File: config.mk
export PLATFORM = sky130hd
export DESIGN_NAME = uart_prog_loader
export DESIGN_NICKNAME = d
export VERILOG_FILES = /design/src/rtl/uart_prog_loader.sv
export SDC_FILE = /design/constraint.sdc
export NUM_CORES = 1
export LEC_CHECK = 0
export ABC_AREA = 1
export BUFFER_PORTS_ARGS = -buffer_cell sky130_fd_sc_hd__buf_2
export CAP_MARGIN = 20
export CELL_PAD_IN_SITES_DETAIL_PLACEMENT = 2
export CELL_PAD_IN_SITES_GLOBAL_PLACEMENT = 2
export CORE_MARGIN = 1.5
export CORE_UTILIZATION = 38
export CTS_CLUSTER_SIZE = 10
export DETAILED_ROUTE_END_ITERATION = 8
export HOLD_SLACK_MARGIN = 0.03
export PLACE_DENSITY_LB_ADDON = 0.1
export SETUP_SLACK_MARGIN = 0.5
export SLEW_MARGIN = 30
export SYNTH_ARGS = -nofsm -noshare
export SYNTH_HDL_FRONTEND = slang
export SYNTH_SLANG_ARGS = --single-unit
File: constraint.sdc
create_clock -name clk -period 7.79 [get_ports clk]
set_input_delay 1.558 -clock clk [delete_from_list [all_inputs] [get_ports clk]]
set_output_delay 1.558 -clock clk [all_outputs]
set_load 0.005 [all_outputs]
File: src/rtl/uart_prog_loader.sv
// UART program loader: packs received bytes little-endian into instruction words and writes them to instruction memory.
// Optional checksum byte after HALT is enabled by defining LOADER_CHECKSUM_EN.
module uart_prog_loader #(
    parameter int                 NB_DATA     = 8,
    parameter int                 NB_WORD     = 32,
    parameter int                 NB_ADDR     = 8,
    parameter logic [NB_WORD-1:0] HALT_WORD   = 32'hFFFF_FFFF,
    parameter int                 TIMEOUT_CYC = 1000000,
    parameter int                 NB_TIMEOUT  = 20
) (
    input  logic               clk,
    input  logic               reset,
    input  logic               i_rx_done,
    input  logic [NB_DATA-1:0] i_rx_data,
    input  logic               i_start,
    output logic               o_mem_we,
    output logic [NB_ADDR-1:0] o_mem_addr,
    output logic [NB_WORD-1:0] o_mem_data,
    output logic               o_busy,
    output logic               o_done,
    output logic               o_error,
    output logic [NB_ADDR:0]   o_word_count
);

`ifdef LOADER_CHECKSUM_EN
    typedef enum logic [2:0] {
        IDLE  = 3'd0,
        RECV  = 3'd1,
        WRITE = 3'd2,
        CHECK = 3'd3,
        DONE  = 3'd4,
        ERROR = 3'd5
    } state_t;
`else
    typedef enum logic [2:0] {
        IDLE  = 3'd0,
        RECV  = 3'd1,
        WRITE = 3'd2,
        DONE  = 3'd4,
        ERROR = 3'd5
    } state_t;
`endif

    localparam logic [NB_TIMEOUT-1:0] TMO_LAST = NB_TIMEOUT'(TIMEOUT_CYC - 1);

    state_t                state_r;
    state_t                next_state_s;
    logic [1:0]            idx_r;
    logic [NB_TIMEOUT-1:0] tmo_r;
    logic [NB_WORD-1:0]    word_r;
    logic [NB_WORD-1:0]    assembled_s;
    logic                  accept_s;
    logic                  start_s;
    logic                  tmo_hit_s;
    logic                  we_r;
    logic [NB_ADDR-1:0]    addr_r;
    logic [NB_WORD-1:0]    data_r;
    logic [NB_ADDR:0]      count_r;
    logic                  busy_r;
    logic                  done_r;
    logic                  error_r;
`ifdef LOADER_CHECKSUM_EN
    logic [NB_DATA-1:0]    xor_r;
`endif

    // busy covers every state in which a load is still in flight
    function automatic logic is_busy(input state_t st);
`ifdef LOADER_CHECKSUM_EN
        return (st == RECV) || (st == WRITE) || (st == CHECK);
`else
        return (st == RECV) || (st == WRITE);
`endif
    endfunction

    // Current word with the incoming byte dropped into its little-endian slot
    always_comb begin
        assembled_s = word_r;
        assembled_s[idx_r*NB_DATA +: NB_DATA] = i_rx_data;
    end

    // State register
    always_ff @(posedge clk or posedge reset) begin
        if (reset) begin
            state_r <= IDLE;
        end else begin
            state_r <= next_state_s;
        end
    end

    // Next-state logic and byte acceptance
    always_comb begin
        next_state_s = state_r;
        accept_s     = 1'b0;
        start_s      = 1'b0;
        tmo_hit_s    = (tmo_r == TMO_LAST);
        case (state_r)
            IDLE, DONE, ERROR: begin
                if (i_start) begin
                    start_s      = 1'b1;
                    next_state_s = RECV;
                end else begin
                    next_state_s = state_r;
                end
            end
            RECV: begin
                if (i_rx_done) begin
                    accept_s     = 1'b1;
                    next_state_s = (idx_r == 2'd3) ? WRITE : RECV;
                end else if ((idx_r != 2'd0) && tmo_hit_s) begin
                    next_state_s = ERROR;
                end else begin
                    next_state_s = RECV;
                end
            end
            WRITE: begin
                if (data_r == HALT_WORD) begin
`ifdef LOADER_CHECKSUM_EN
                    next_state_s = CHECK;
`else
                    next_state_s = DONE;
`endif
                end else if (addr_r == {NB_ADDR{1'b1}}) begin
                    next_state_s = ERROR;
                end else begin
                    next_state_s = RECV;
                    accept_s     = i_rx_done;
                end
            end
`ifdef LOADER_CHECKSUM_EN
            CHECK: begin
                if (i_rx_done) begin
                    next_state_s = (i_rx_data == xor_r) ? DONE : ERROR;
                end else if (tmo_hit_s) begin
                    next_state_s = ERROR;
                end else begin
                    next_state_s = CHECK;
                end
            end
`endif
            default: begin
                next_state_s = IDLE;
            end
        endcase
    end

    // Word assembly, timeout counter, memory write port and status flags
    always_ff @(posedge clk or posedge reset) begin
        if (reset) begin
            idx_r   <= 2'd0;
            tmo_r   <= '0;
            word_r  <= '0;
            we_r    <= 1'b0;
            addr_r  <= '0;
            data_r  <= '0;
            count_r <= '0;
            busy_r  <= 1'b0;
            done_r  <= 1'b0;
            error_r <= 1'b0;
`ifdef LOADER_CHECKSUM_EN
            xor_r   <= '0;
`endif
        end else begin
            we_r    <= 1'b0;
            busy_r  <= is_busy(next_state_s);
            done_r  <= (next_state_s == DONE);
            error_r <= (next_state_s == ERROR);

            if (start_s) begin
                addr_r  <= '0;
                count_r <= '0;
                idx_r   <= 2'd0;
                tmo_r   <= '0;
`ifdef LOADER_CHECKSUM_EN
                xor_r   <= '0;
`endif
            end else if (accept_s) begin
                word_r <= assembled_s;
                idx_r  <= idx_r + 2'd1;
                tmo_r  <= '0;
`ifdef LOADER_CHECKSUM_EN
                xor_r  <= xor_r ^ i_rx_data;
`endif
                if ((state_r == RECV) && (idx_r == 2'd3)) begin
                    we_r   <= 1'b1;
                    data_r <= assembled_s;
                end else begin
                    we_r   <= 1'b0;
                end
            end else if ((state_r == RECV) && (idx_r != 2'd0)) begin
                tmo_r <= tmo_r + NB_TIMEOUT'(1);
`ifdef LOADER_CHECKSUM_EN
            end else if (state_r == CHECK) begin
                tmo_r <= tmo_r + NB_TIMEOUT'(1);
`endif
            end else if (state_r == WRITE) begin
                tmo_r <= '0;
            end else begin
                tmo_r <= tmo_r;
            end

            // The last address is never wrapped back to 0 on overflow
            if (state_r == WRITE) begin
                count_r <= count_r + {{NB_ADDR{1'b0}}, 1'b1};
                if (addr_r != {NB_ADDR{1'b1}}) begin
                    addr_r <= addr_r + {{(NB_ADDR-1){1'b0}}, 1'b1};
                end else begin
                    addr_r <= addr_r;
                end
            end
        end
    end

    assign o_mem_we     = we_r;
    assign o_mem_addr   = addr_r;
    assign o_mem_data   = data_r;
    assign o_busy       = busy_r;
    assign o_done       = done_r;
    assign o_error      = error_r;
    assign o_word_count = count_r;

endmodule

### Word level (Yosys, flattened, before mapping)

Index checks and enable logic that the tools add are counted.

* flip-flop bits (word level): 110
* bits of input ports: 12
* output and inout bits: 53
* logic and storage cells: 74

* add/subtract/negate cells: 5
* eq/ne operators: 14
* shift operators: 2
* multiplexer cells: 28
* bitwise logic cells: 1
* reductions and logical operators: 13

Operator list (count)
* 20-bit two-way mux: 4
* 5-bit negator with 34-bit output: 1
* 8-bit by 34-bit variable shift with 32-bit output (first input constant): 1
* 8-bit by 34-bit variable part select with 32-bit output: 1
* 32-bit bitwise mux: 1
* 32-bit equality test (second input constant): 1
* 8-bit two-way mux: 3
* 20-bit by 1-bit adder with 20-bit output (second input constant): 1
* 20-bit equality test (second input constant): 1
* 9-bit two-way mux: 2
* 3-bit two-way mux: 5
* 3-bit equality test (second input constant): 4
* 9-bit by 1-bit adder with 9-bit output (second input constant): 1
* 3-bit one-hot mux with 3 select lines: 1
* 8-bit by 1-bit adder with 8-bit output (second input constant): 1
* 8-bit equality test (second input constant): 1
* 1-bit two-way mux: 8
* 8-bit inequality test (second input constant): 1
* 3-bit by 1-bit equality test with 1-bit output (second input constant): 2
* 3-bit by 2-bit equality test with 1-bit output (second input constant): 2
* 2-bit two-way mux: 3
* 2-bit nonzero test: 3
* 2-bit AND reduction: 2
* 4-bit nonzero test: 1
* other kinds (10): 12

### Logic depth before layout (Yosys ltp)

Gate-level depths: netlist of the first run.

* depth after elaboration: 7
* mapped depth: 11

### Worst setup path after synthesis of the first run

Ideal clock, no wire load.

* kind: in2reg
* start: in i_rx_done
* end: reg data_r[18] (netlist: o_mem_data[18])
* data arrival time: 2485 ps
* required time: 7665 ps
* slack: 5180 ps
* stages on the path: 4
* cells stage by stage: inv_1 -> nor3_4 -> buf_6 -> mux2_2

* word-level cells in the longest chain between the ends: 4
* elaborated cells on any way between the ends: 5
* those cells by class: mux: 4; reduce/logical: 1

Ends and longest elaborated chain
* from (decl): RTL line 13 `input logic i_rx_done,`
* 1-bit two-way mux: RTL line 122 `end else if (addr_r == {NB_ADDR{1'b1}}) begin`
* 1-bit two-way mux: RTL line 116 `if (data_r == HALT_WORD) begin`
* 1-bit one-hot mux with 2 select lines (*): RTL line 96 `case (state_r)`
* 3-bit AND reduction (no source line) (*)
* to (signal assigned): RTL line 185 `data_r <= assembled_s;`
* to (decl): RTL line 57 `logic [NB_WORD-1:0] data_r;`

Every way passes the cells marked *; elsewhere a longest branch is shown, timed or not.
A chain may end at the register's enable or synchronous reset.

### Final worst setup path of the first run

* start: in i_rx_done
* end: reg word_r[8]

* word-level cells in the longest chain between the ends: 4
* elaborated cells on any way between the ends: 5
* those cells by class: mux: 4; reduce/logical: 1

Ends and longest elaborated chain
* 1-bit two-way mux: RTL line 122
* 1-bit two-way mux: RTL line 116
* 1-bit one-hot mux with 2 select lines (*): RTL line 96
* 2-bit AND reduction (no source line) (*)
* to (signal assigned): RTL line 177 `word_r <= assembled_s;`
* to (decl): RTL line 50 `logic [NB_WORD-1:0] word_r;`

Marked as above.

==> results.cfg, run 1 <==
[outcome]
run_status = complete, no violations

[logic_synthesis]
syn_inst = 706
yosys.area_share.adder_pct = 1.75
synth_xor_area_share_pct = 2.61
ys_ff_latch = 110
ys_top_cells_by_area = dfrtp_1, nand2_1, inv_1
synth_simple_gate_area_share_pct = 28.6
synth_top_family_by_area = simple AND/OR/NAND/NOR gates
synth_compound_gate_area_share_pct = 5.48
synth_seq_area_share_pct = 48.2
post_synth_top_area_cell = dfrtp_1
avgSynthCellArea_um2 = 8.09
synth_area_um2 = 5710
synthDominantCellAreaShare_pct = 48.2
yosys_warnings = 0
synth_fp_nets = 726
synth.area.mux_share_pct = 6.31
post_synth_num_cell_types = 32

[timing]
finalWorstPathRequiredPeriod_ns = 2.95
unrepaired_setup_endpoints_after_global_routing = false
postLayoutSetupSlackWorst_ns = 4.84
final_setup_violating_endpoints = 0
final.setup.tns_ns = 0
post-route-period-util_pct = 37.8
max_clock_freq_ghz = 0.339
fin_worst_skew_ns = 0.00891
worstMarginPinSlew_ns = 0.861
timing_hold_violations_final = 0
number_of_max_slew_violations_in_the_final_report = 0
remaining_max_slew_budget_at_the_tightest_pin_pct = 42.6

[pwr]
powerDensity_nw_per_um2 = 307
power.total_w = 0.00197
sw_frac_of_total_pct = 39.8
power.clock.fraction_pct = 22.1
pwr-share-comb_pct = 34.2
max-vdd-ir-drop_mv = 0.122
p_leak_nw = 3.26
net-switching-power_w = 0.000783
p_seq_share_pct = 43.7
power_report.internal_total_w = 0.00118

[setup_path]
critical_path.most_common_cell = nand2_1
timing.critical_path.to_type = flip-flop
timing.critical_path.slowest_cell_delay_ns = 0.50
worst_ep_required_time_ns = 8.03
reg2reg_setup_slack_ns = 5.20
timing_worst_setup_path_type = input pin to flip-flop
reg2regPathDepth = 9
crit_chain = buf_2 > inv_1 > a21oi_1 > nand3_1 > buf_4 > nand2_2 > nand2_1 > nand2_1
setup.worst_path.start_class = input pin
arrival_time_reported_for_the_critical_path_endpoint_ns = 3.18
start_of_the_worst_register_to_register_path = idx_r[0]
worst-path-max-fanout = 34
rr_endpoint = tmo_r[7]
crit_slowest_cell = nand2_2

[clock_network]
ctsHtreeMaxLevel = 3
post-cts-setup-buffers = 0
cts-buffers-inserted = 9
cts.sinks = 110
cts_repair_resize_count = 0
cts_tree = done
cts_root_buffer = clkbuf_16
cts-root-to-sink-buffers = 2
cts_hold_buf = 0
clkSlewWorstSetupHoldPaths_ns = 0.07
worst_skew_pair.late_latency_ns = 0.36

[global_route]
largest_net_degree_at_the_start_of_global_routing = 68
grt_remaining_overflow = 0
number_of_antenna_violations_at_the_first_check_in_global_routing = 0
number_of_global_route_vias_before_repair = 5550
overall_fraction_of_global_route_tracks_in_use_pct = 22.8
grt_first_pass_wirelength_mm = 28.7

[worst_hold_path]
worst_hold_startpoint = word_r[12]
worst_hold_stages = 2
hold-path-endpoint = word_r[12]
hold_class = flip-flop to flip-flop

[floorplanning]
rows = 44
die_width_um = 126
start_util_pct = 39.1
fp.dieH_um = 126
core-area_um2 = 14600
die_area_um2 = 15800
num_io_pins = 65

[detailed_routing]
first_iter_violations = 214
drt-vias-per-instance = 5.26
ant_nets = 0
drc = 0
detail_route.first_pass.iterations = 4
routedWlPerCell_um = 18.0
via_count = 4980
finalWirelength_mm = 17.0

[cells_and_area]
areaGrowthSynthToFinish_pct = 12.4
fillerInstances = 1661
register_area_um2 = 2750
multi_input_comb_area_um2 = 2560
n_antenna_cell = 0
design.final.nets = 779
drive_above_1_share_pct = 15.5

[place]
pre_cts_ws_ns = 4.24
place_congestion = 0.797
io_buffer_count = 64
hpwlAfterDp_mm = 12.2

[run]
cap_viol_max_count = 0
==> worst max-delay path: cells and delay by family <==
kind            cells  cell delay (ns)
compound gates      1             0.09
simple gates        4             0.90
buf+inv             3             0.63
==> through the flow <==
stage	util [%]	cells	hold slack, ns	instance area (um2)
after floorplan	-	706	0.442	5710
after global placement	42.1	932	0.454	6150
after detailed placement	42.1	932	0.464	6150
after CTS	43.9	947	0.482	6410
after global routing	44.0	947	0.498	6420
final	44.0	947	0.476	6420
==> cells by family (layout without fill, tap and decap cells) <==
logic type	after synthesis	after routing
simple gates	391	391
xor+xnor	17	17
fa+ha+maj	8	8
mux	32	32
flops	110	110
compound gates	54	54
buf+inv	94	151
==> registers in the layout (all words and copies together), names as in the netlist <==
name / flops
o_mem_we: 1
idx_r: 2
word_r: 32
o_error: 1
o_mem_addr: 8
o_busy: 1
tmo_r: 20
state_r: 3
o_done: 1
o_mem_data: 32
o_word_count: 9
==> power by group through the flow <==
stage / sequential (W) / combinational [W] / clock [W]
global placement: 0.000853 / 0.000646 / 0
global route: 0.000884 / 0.000764 / 0.000471
CTS: 0.000862 / 0.000687 / 0.000448
finish: 0.000860 / 0.000673 / 0.000435
floorplan: 0.000841 / 0.000448 / 0
detailed placement: 0.000870 / 0.000683 / 0
==> worst max-delay path by stage <==
| stage | startpoint | endpoint | slack [ns] | depth (start not counted) |
|---|---|---|---|---|
| after CTS | i_rx_done | word_r[8] | 4.62 | 5 |
| after detailed placement | i_rx_done | word_r[29] | 4.24 | 5 |
| final | i_rx_done | word_r[8] | 4.84 | 8 |
| after floorplan | reset | idx_r[0] | 3.33 | 1 |
| after global routing | i_rx_done | word_r[29] | 4.70 | 8 |
| after global placement | i_rx_done | word_r[27] | 4.00 | 5 |
==> cell usage in the layout, fill, tap and decap left out, drive strengths merged, types with 5 or more instances in the layout <==
master    n
a21oi     8
and2      5
buf      68
clkbuf    9
clkinv    5
dfrtp   110
ha        8
inv      69
mux2     32
nand2   255
nand3    23
nand4    30
nor2     67
nor3      7
o21ai    15
o22ai    26
xor2     14
==> metal layers <==
layer	up-vias	GRT usage, %	share of wire (%)
met5	-	0	0
met4	0	6.28	1.3
met3	15	2.44	1.7
met2	57	41.3	53
met1	2539	28.6	44
li1	2369	-	-
==> cell usage after synthesis <==
master and instances:
buf_6 4, nor3_1 6, dfrtp_1 110, inv_1 66, ha_1 8, a21oi_1 8
nand3_2 1, nand4_1 30, mux2_2 21, o31ai_1 1, mux2_1 11, nor2_2 2
nand2_1 252, a31oi_1 2, and2_1 5, xnor2_1 3, xor2_1 14, or2_2 2
a22oi_1 2, nor3_4 1, o21ai_1 1, o22ai_1 26, nor3b_1 1, o21ai_0 14
clkbuf_1 3, nor2_1 65, buf_1 4, buf_2 15, nand3_1 22, nand2_2 3
and3_1 1, inv_2 2
==> final cells by class <==
class,count,area share [%]
Timing Repair Buffer,68,5.46
Clock buffer,9,3.51
Inverter,68,4.02
Clock inverter,6,0.585
Sequential cell,110,42.9
Tap cell,184,3.59
Multi-Input combinational cell,502,40.0
(Power assumes the default switching activity.)
==> run 2: changes to the inputs <==
--- a/config.mk
+++ b/config.mk
@@ -11,7 +11,7 @@
 export CELL_PAD_IN_SITES_DETAIL_PLACEMENT = 2
 export CELL_PAD_IN_SITES_GLOBAL_PLACEMENT = 2
 export CORE_MARGIN = 1.5
-export CORE_UTILIZATION = 38
+export CORE_UTILIZATION = 31
 export CTS_CLUSTER_SIZE = 10
 export DETAILED_ROUTE_END_ITERATION = 8
 export HOLD_SLACK_MARGIN = 0.03
==> constraint.sdc (replaced) <==
create_clock -name clk -period 2.5 [get_ports clk]
set_input_delay 0.5 -clock clk [delete_from_list [all_inputs] [get_ports clk]]
set_output_delay 0.5 -clock clk [all_outputs]
set_load 0.005 [all_outputs]
==> run 2 against run 1 <==
Flip-flop and latch count is the same; routed wire length grew 5.6%; clock power grew to 3.7 times the previous value; die area grew 22%; sequential share of layout area shrank 1.7 points; critical path depth shrank 2; critical path type is now flip-flop to flip-flop.
==> results.cfg, run 2 (same netlist as run 1, synthesis figures left out) <==
[timing]
final.setup.tns_ns = 0
max_clock_freq_ghz = 0.532
finalWorstPathRequiredPeriod_ns = 1.88
post-route-period-util_pct = 75.2
unrepaired_setup_endpoints_after_global_routing = true
number_of_max_slew_violations_in_the_final_report = 0
final_setup_violating_endpoints = 0
fin_worst_skew_ns = 0.00874
timing_hold_violations_final = 0
remaining_max_slew_budget_at_the_tightest_pin_pct = 64.8
worstMarginPinSlew_ns = 0.527

[floorplanning]
rows = 49
start_util_pct = 31.7
die_width_um = 139
core-area_um2 = 18000
die_area_um2 = 19200
fp.dieH_um = 139
num_io_pins = 65

[cells_and_area]
design.final.nets = 792
areaGrowthSynthToFinish_pct = 17.1
layout_common_cells = nand2_1, dfrtp_1, nor2_1
final_common_cell = nand2_1
drive_above_1_share_pct = 17.1
n_antenna_cell = 0

[global_route]
grt_first_pass_wirelength_mm = 29.6
grt_remaining_overflow = 0
number_of_antenna_violations_at_the_first_check_in_global_routing = 0
number_of_global_route_vias_before_repair = 5553
overall_fraction_of_global_route_tracks_in_use_pct = 19.4
largest_net_degree_at_the_start_of_global_routing = 69

[detailed_routing]
first_iter_violations = 165
drt-vias-per-instance = 4.97
drc = 0
finalWirelength_mm = 18.0
ant_nets = 0
via_count = 5001
detail_route.first_pass.iterations = 4
routedWlPerCell_um = 17.9

[clock_network]
cts-buffers-inserted = 9
clkSlewWorstSetupHoldPaths_ns = 0.08
ctsHtreeMaxLevel = 3
cts_root_buffer = clkbuf_16
cts.sinks = 110
worst_skew_pair.late_latency_ns = 0.36
cts-root-to-sink-buffers = 2
cts_tree = done

[run]
cap_viol_max_count = 0

[setup_path]
timing.critical_path.to_type = flip-flop
timing_worst_setup_path_type = flip-flop to flip-flop
worst_ep_required_time_ns = 2.80
worst-path-max-fanout = 8
setup.worst_path.start_class = flip-flop
arrival_time_reported_for_the_critical_path_endpoint_ns = 2.18

[pwr]
power.total_w = 0.00661
max-vdd-ir-drop_mv = 0.434
p_leak_nw = 3.35
powerDensity_nw_per_um2 = 988

[place]
io_buffer_count = 64
place_congestion = 0.817
hpwlAfterDp_mm = 12.8

[worst_hold_path]
hold_class = input pin to async pin

[outcome]
run_status = complete, no violations
-- run 2: layout make-up --
class | count | area (um2)
inverters | 68 | 262
well taps | 229 | 287
repair buffers | 81 | 495
clock inverters | 7 | 103
multi-input cells | 502 | 2560
fillers | 2098 | 11300
flip-flops and latches | 110 | 2750
clock buffers | 9 | 225
-- run 2: final timing paths --
kind	slack [ns]	cells after the start	to	from
worst max-delay path	0.62	6	o_mem_data[31]	idx_r[0]
worst min-delay path	0.21	3	o_mem_data[14]	reset
worst max register to register	0.62	6	o_mem_data[31]	idx_r[0]
worst min register to register	0.48	2	word_r[10]	word_r[10]
max in group asynchronous	1.90	3	tmo_r[19]	reset
min in group clk	0.48	2	word_r[10]	word_r[10]
-- run 2: through the flow --
stage / hold WS, ns / instance area [um2] / util [%] / cells / worst slack, ns
after floorplan: 0.442 / 5710 / - / 706 / 0.671
after global placement: 0.453 / 6300 / 35.0 / 987 / 0.473
after detailed placement: 0.466 / 6300 / 35.0 / 987 / 0.327
after CTS: 0.216 / 6650 / 36.9 / 1005 / 0.508
after global routing: 0.225 / 6690 / 37.1 / 1006 / 0.489
final: 0.213 / 6690 / 37.1 / 1006 / 0.621
-- run 2: layer usage --
| layer | share of wire [%] | vias up | global-route usage [%] |
|---|---|---|---|
| met5 | 0 | - | 0 |
| met4 | 1.2 | 0 | 4.55 |
| met3 | 1.6 | 16 | 2.69 |
| met2 | 53 | 49 | 36.2 |
| met1 | 44 | 2546 | 23.5 |
| li1 | - | 2390 | - |
-- run 2: timing repair --
| item | 4_1_cts | 5_1_grt |
|---|---|---|
| pin swaps | 1 | 0 |
| hold buffers | 0 | 0 |
| setup buffers | 2 | 1 |
| gates resized for setup | 4 | 11 |
| setup endpoints to repair | 84 | 88 |
-- run 2: worst max-delay path, cell delays in order, from the launching register on --
cell and delay, ns:
dfrtp_2 0.45, inv_2 0.09, ha_1 0.37, inv_1 0.12
nand3_1 0.24, o21ai_0 0.34, mux2_2 0.21
-- run 2: power by group --
group / internal [W] / switching (W) / total [W]
registers: 0.00230 / 0.000401 / 0.00270
clock network: 0.000893 / 0.000739 / 0.00163
logic: 0.000843 / 0.00143 / 0.00228
==> run 3: changes to the inputs <==
--- a/config.mk
+++ b/config.mk
@@ -5,13 +5,13 @@
 export SDC_FILE = /design/constraint.sdc
 export NUM_CORES = 1
 export LEC_CHECK = 0
-export ABC_AREA = 1
+export ABC_AREA = 0
 export BUFFER_PORTS_ARGS = -buffer_cell sky130_fd_sc_hd__buf_2
 export CAP_MARGIN = 20
 export CELL_PAD_IN_SITES_DETAIL_PLACEMENT = 2
 export CELL_PAD_IN_SITES_GLOBAL_PLACEMENT = 2
 export CORE_MARGIN = 1.5
-export CORE_UTILIZATION = 31
+export CORE_UTILIZATION = 33
 export CTS_CLUSTER_SIZE = 10
 export DETAILED_ROUTE_END_ITERATION = 8
 export HOLD_SLACK_MARGIN = 0.03
==> constraint.sdc (replaced) <==
create_clock -name clk -period 1.7 [get_ports clk]
set_input_delay 0.34 -clock clk [delete_from_list [all_inputs] [get_ports clk]]
set_output_delay 0.34 -clock clk [all_outputs]
set_load 0.005 [all_outputs]
==> run 3 against run 2 <==
The flow now stops in global routing; area after synthesis down 16%; synthesized cell count decreased by 31%.
==> results.cfg, run 3 <==
[outcome]
run_status = did not finish
lastStage = global routing
error = [ERROR DPL-0033] detailed placement checks failed during check placement.

[global_route]
number_of_antenna_violations_at_the_first_check_in_global_routing = 2
largest_net_degree_at_the_start_of_global_routing = 31

[floorplanning]
start_util_pct = 34.1
num_io_pins = 65
fp.dieH_um = 123
die_width_um = 123
rows = 43

[clock_network]
ctsHtreeMaxLevel = 3
cts-buffers-inserted = 9
cts.sinks = 102
cts-root-to-sink-buffers = 2
cts_root_buffer = clkbuf_16

[logic_synthesis]
ys_ff_latch = 102
avgSynthCellArea_um2 = 9.86
ys_top_cells_by_area = dfrtp_1, nor2_1, a32o_1
synthDominantCellAreaShare_pct = 53.3
async_reset_ff_share_pct = 100
yosys_warnings = 0
dominantRegCellSynth = dfrtp_1
synth_fp_nets = 506
synth-edff-count = 0
post_synth_num_cell_types = 48
synth_seq_area_share_pct = 53.3
post_synth_top_area_cell = dfrtp_1
synth_area_um2 = 4790
synth.most_common_cell = dfrtp_1
synth_commonest_cells = dfrtp_1, nor2_1, nand2_1
syn_inst = 486

[timing]
classification_of_the_worst_endpoint = register data pin
worst_endpoint = word_r[16]$_DFFE_PP0P_/D

[place]
place_congestion = 0.756
io_buffer_count = 64
pre_cts_ws_ns = -0.308
dpl.cell_count = 802
hpwlAfterDp_mm = 12.1
-- run 3: cells by family after synthesis --
| kind of cell | after synthesis | synth area share, % |
|---|---|---|
| AOI/OAI and AO/OA | 112 | 17.1 |
| xor gates and xnor gates | 13 | 2.38 |
| adders and majority gates | 8 | 2.09 |
| buffers and inverters | 35 | 2.98 |
| DFF | 102 | 53.3 |
| muxes | 2 | 0.444 |
| and+or+nand+nor | 214 | 21.8 |
-- run 3: what timing repair did --
action,4_1_cts
buffers inserted,67
pin swaps,52
gates resized for setup,198
setup endpoints to repair,155
hold endpoints to repair,14
gates cloned,12
-- run 3: per-stage QoR --
step	area (um2)	utilization, %
floorplan	5150	-
global placement	6280	44.7
detailed placement	6280	44.7
CTS	8210	58.5
==> run 4: changes to the inputs <==
==> config.mk (replaced) <==
export PLATFORM = sky130hd
export DESIGN_NAME = uart_prog_loader
export DESIGN_NICKNAME = d
export VERILOG_FILES = /design/src/rtl/uart_prog_loader.sv
export SDC_FILE = /design/constraint.sdc
export NUM_CORES = 1
export LEC_CHECK = 0
export ABC_AREA = 0
export BUFFER_PORTS_ARGS = -buffer_cell sky130_fd_sc_hd__buf_2
export CAP_MARGIN = 20
export CORE_MARGIN = 1.5
export CORE_UTILIZATION = 30
export DETAILED_ROUTE_END_ITERATION = 8
export PLACE_DENSITY_LB_ADDON = 0.15
export SLEW_MARGIN = 30
export SYNTH_ARGS = -nofsm -noshare
export SYNTH_HDL_FRONTEND = slang
export SYNTH_SLANG_ARGS = --single-unit
==> constraint.sdc (replaced) <==
create_clock -name clk -period 2.2 [get_ports clk]
set_input_delay 0.44 -clock clk [delete_from_list [all_inputs] [get_ports clk]]
set_output_delay 0.44 -clock clk [all_outputs]
set_load 0.005 [all_outputs]
==> run 4 against run 3 <==
The run now ends clean; area after synthesis is the same; synthesized cell count is the same.
==> results.cfg, run 4 <==
[outcome]
run_status = complete, no violations

[setup_path]
worst-path-max-fanout = 24
setup.worst_path.start_class = flip-flop
reg2reg_setup_slack_ns = 0.12
reg2regPathDepth = 6
arrival_time_reported_for_the_critical_path_endpoint_ns = 2.32
start_of_the_worst_register_to_register_path = o_mem_data[15]
rr_endpoint = word_r[16]
timing.critical_path.to_type = flip-flop
timing_worst_setup_path_type = flip-flop to flip-flop
worst_ep_required_time_ns = 2.44

[global_route]
grt_remaining_overflow = 0
overall_fraction_of_global_route_tracks_in_use_pct = 16.8
largest_net_degree_at_the_start_of_global_routing = 60
number_of_global_route_vias_before_repair = 4087
number_of_antenna_violations_at_the_first_check_in_global_routing = 0
grt_first_pass_wirelength_mm = 21.7

[clock_network]
cts_hold_buf = 0
cts_root_buffer = clkbuf_16
cts_tree = done
ctsHtreeMaxLevel = 3
worst_skew_pair.late_latency_ns = 0.35
cts.sinks = 102
post-cts-setup-buffers = 0
clkSlewWorstSetupHoldPaths_ns = 0.08
cts-buffers-inserted = 9
cts-root-to-sink-buffers = 2

[cells_and_area]
largest_reg_flops = 32
final_common_cell = dfrtp_1
layout_common_cells = dfrtp_1, nor2_1, buf_2
drive_above_1_share_pct = 22.1
areaGrowthSynthToFinish_pct = 23.0
final_design_area_no_fill_um2 = 5890
multi_input_comb_area_um2 = 2120
design.final.nets = 595
n_antenna_cell = 0
register_area_um2 = 2550
fillerInstances = 1611
fin_util_pct = 37.5

[logic_synthesis]
post_synth_top_area_cell = dfrtp_1
synth.most_common_cell = dfrtp_1
ys_ff_latch = 102
synth_fp_nets = 506
synth_commonest_cells = dfrtp_1, nor2_1, nand2_1
avgSynthCellArea_um2 = 9.86
yosys_warnings = 0
synth-edff-count = 0
synth_area_um2 = 4790
synth_seq_area_share_pct = 53.3
post_synth_num_cell_types = 48
synthDominantCellAreaShare_pct = 53.3
ys_top_cells_by_area = dfrtp_1, nor2_1, a32o_1
async_reset_ff_share_pct = 100
dominantRegCellSynth = dfrtp_1
syn_inst = 486

[pwr]
p_leak_nw = 2.64
max-vdd-ir-drop_mv = 0.458
pwr-share-comb_pct = 34.8
p_seq_share_pct = 42.0
power.clock.fraction_pct = 23.2
net-switching-power_w = 0.00246
sw_frac_of_total_pct = 37.3
power_report.internal_total_w = 0.00415
powerDensity_nw_per_um2 = 1120

[detailed_routing]
routedWlPerCell_um = 16.8
finalWirelength_mm = 13.4
via_count = 4155
drt-vias-per-instance = 5.22
first_iter_violations = 276
ant_nets = 0
detail_route.first_pass.iterations = 4
drc = 0

[place]
placedInstanceArea_um2 = 5600
io_buffer_count = 64
hpwlAfterDp_mm = 9.38
pre_cts_ws_ns = -0.0338
place_congestion = 0.787

[timing]
number_of_max_slew_violations_in_the_final_report = 0
max_clock_freq_ghz = 0.481
finalWorstPathRequiredPeriod_ns = 2.08
unrepaired_setup_endpoints_after_global_routing = false
worstMarginPinSlew_ns = 0.522
remaining_max_slew_budget_at_the_tightest_pin_pct = 65.1
postLayoutSetupSlackWorst_ns = 0.121
post-route-period-util_pct = 94.5
timing_hold_violations_final = 0
final_setup_violating_endpoints = 0
final.setup.tns_ns = 0
fin_worst_skew_ns = 0.0117

[worst_hold_path]
hold_class = input pin to async pin

[floorplanning]
core-area_um2 = 15700
start_util_pct = 30.5
die_area_um2 = 16700
num_io_pins = 65
die_width_um = 129
rows = 46
fp.dieH_um = 129

[run]
cap_viol_max_count = 0
[run 4: cell counts after synthesis]
No cell type changed its count.
[run 4: cell families after synthesis]
family / synth area share (%)
AND/OR/NAND/NOR: 21.8
AO/OA/AOI/OAI: 17.1
flip-flops: 53.3
buffers and inverters: 2.98
XOR/XNOR: 2.38
adder cells (fa/ha/maj): 2.09
multiplexers: 0.444
[run 4: how the worst max path moves through the flow]
stage	from	end	slack, ns	cells after the start
after detailed placement	o_mem_data[8]	word_r[14]	-0.03	6
after global placement	o_mem_data[15]	idx_r[1]	-0.02	6
after CTS	o_mem_addr[0]	word_r[16]	0.09	6
after global routing	o_mem_data[9]	word_r[2]	0.008	6
after floorplan	idx_r[0]	o_mem_data[0]	0.08	6
final	o_mem_data[15]	word_r[16]	0.12	6
[run 4: worst max-delay path, stage by stage, from the launching register on]
cell and delay [ns]:
dfrtp_1 0.40, nand4_1 0.13, nor4_2 0.40, buf_4 0.18, a21oi_2 0.06, or2_2 0.50
a32o_1 0.30
[run 4: through the flow]
stage	total power (W)	hold slack (ns)	cells
final	0.00661	0.172	796
after global placement	0.00510	0.475	780
after detailed placement	0.00514	0.482	780
after CTS	0.00669	0.182	796
after global routing	0.00707	0.196	796
after floorplan	0.00407	0.466	486
[run 4: power by group through the flow]
stage | clock (W) | combinational, W | sequential [W]
after floorplan | 0 | 0.00128 | 0.00278
after global placement | 0 | 0.00230 | 0.00280
after detailed placement | 0 | 0.00233 | 0.00281
after CTS | 0.00159 | 0.00233 | 0.00278
after global routing | 0.00166 | 0.00257 | 0.00285
final | 0.00153 | 0.00230 | 0.00277
[run 4: area by class of cell]
class	count	share of cell area, %
Tap cell	216	4.59
Multi-Input combinational cell	349	36.1
Timing Repair Buffer	99	10.3
Inverter	14	0.956
Sequential cell	102	43.3
Clock buffer	9	3.82
Clock inverter	7	0.913
[run 4: per-layer routing]
layer	vias to the layer above	share of wire (%)	global-route usage, %
met3	14	4.6	4.09
met4	0	1.3	5.55
met5	-	0	0
li1	1984	-	-
met2	97	49	27.7
met1	2060	45	21.6
[run 4: timing repair]
action,CTS,global route
gates resized for setup,1,1
setup endpoints to repair,24,25
hold endpoints to repair,0,0
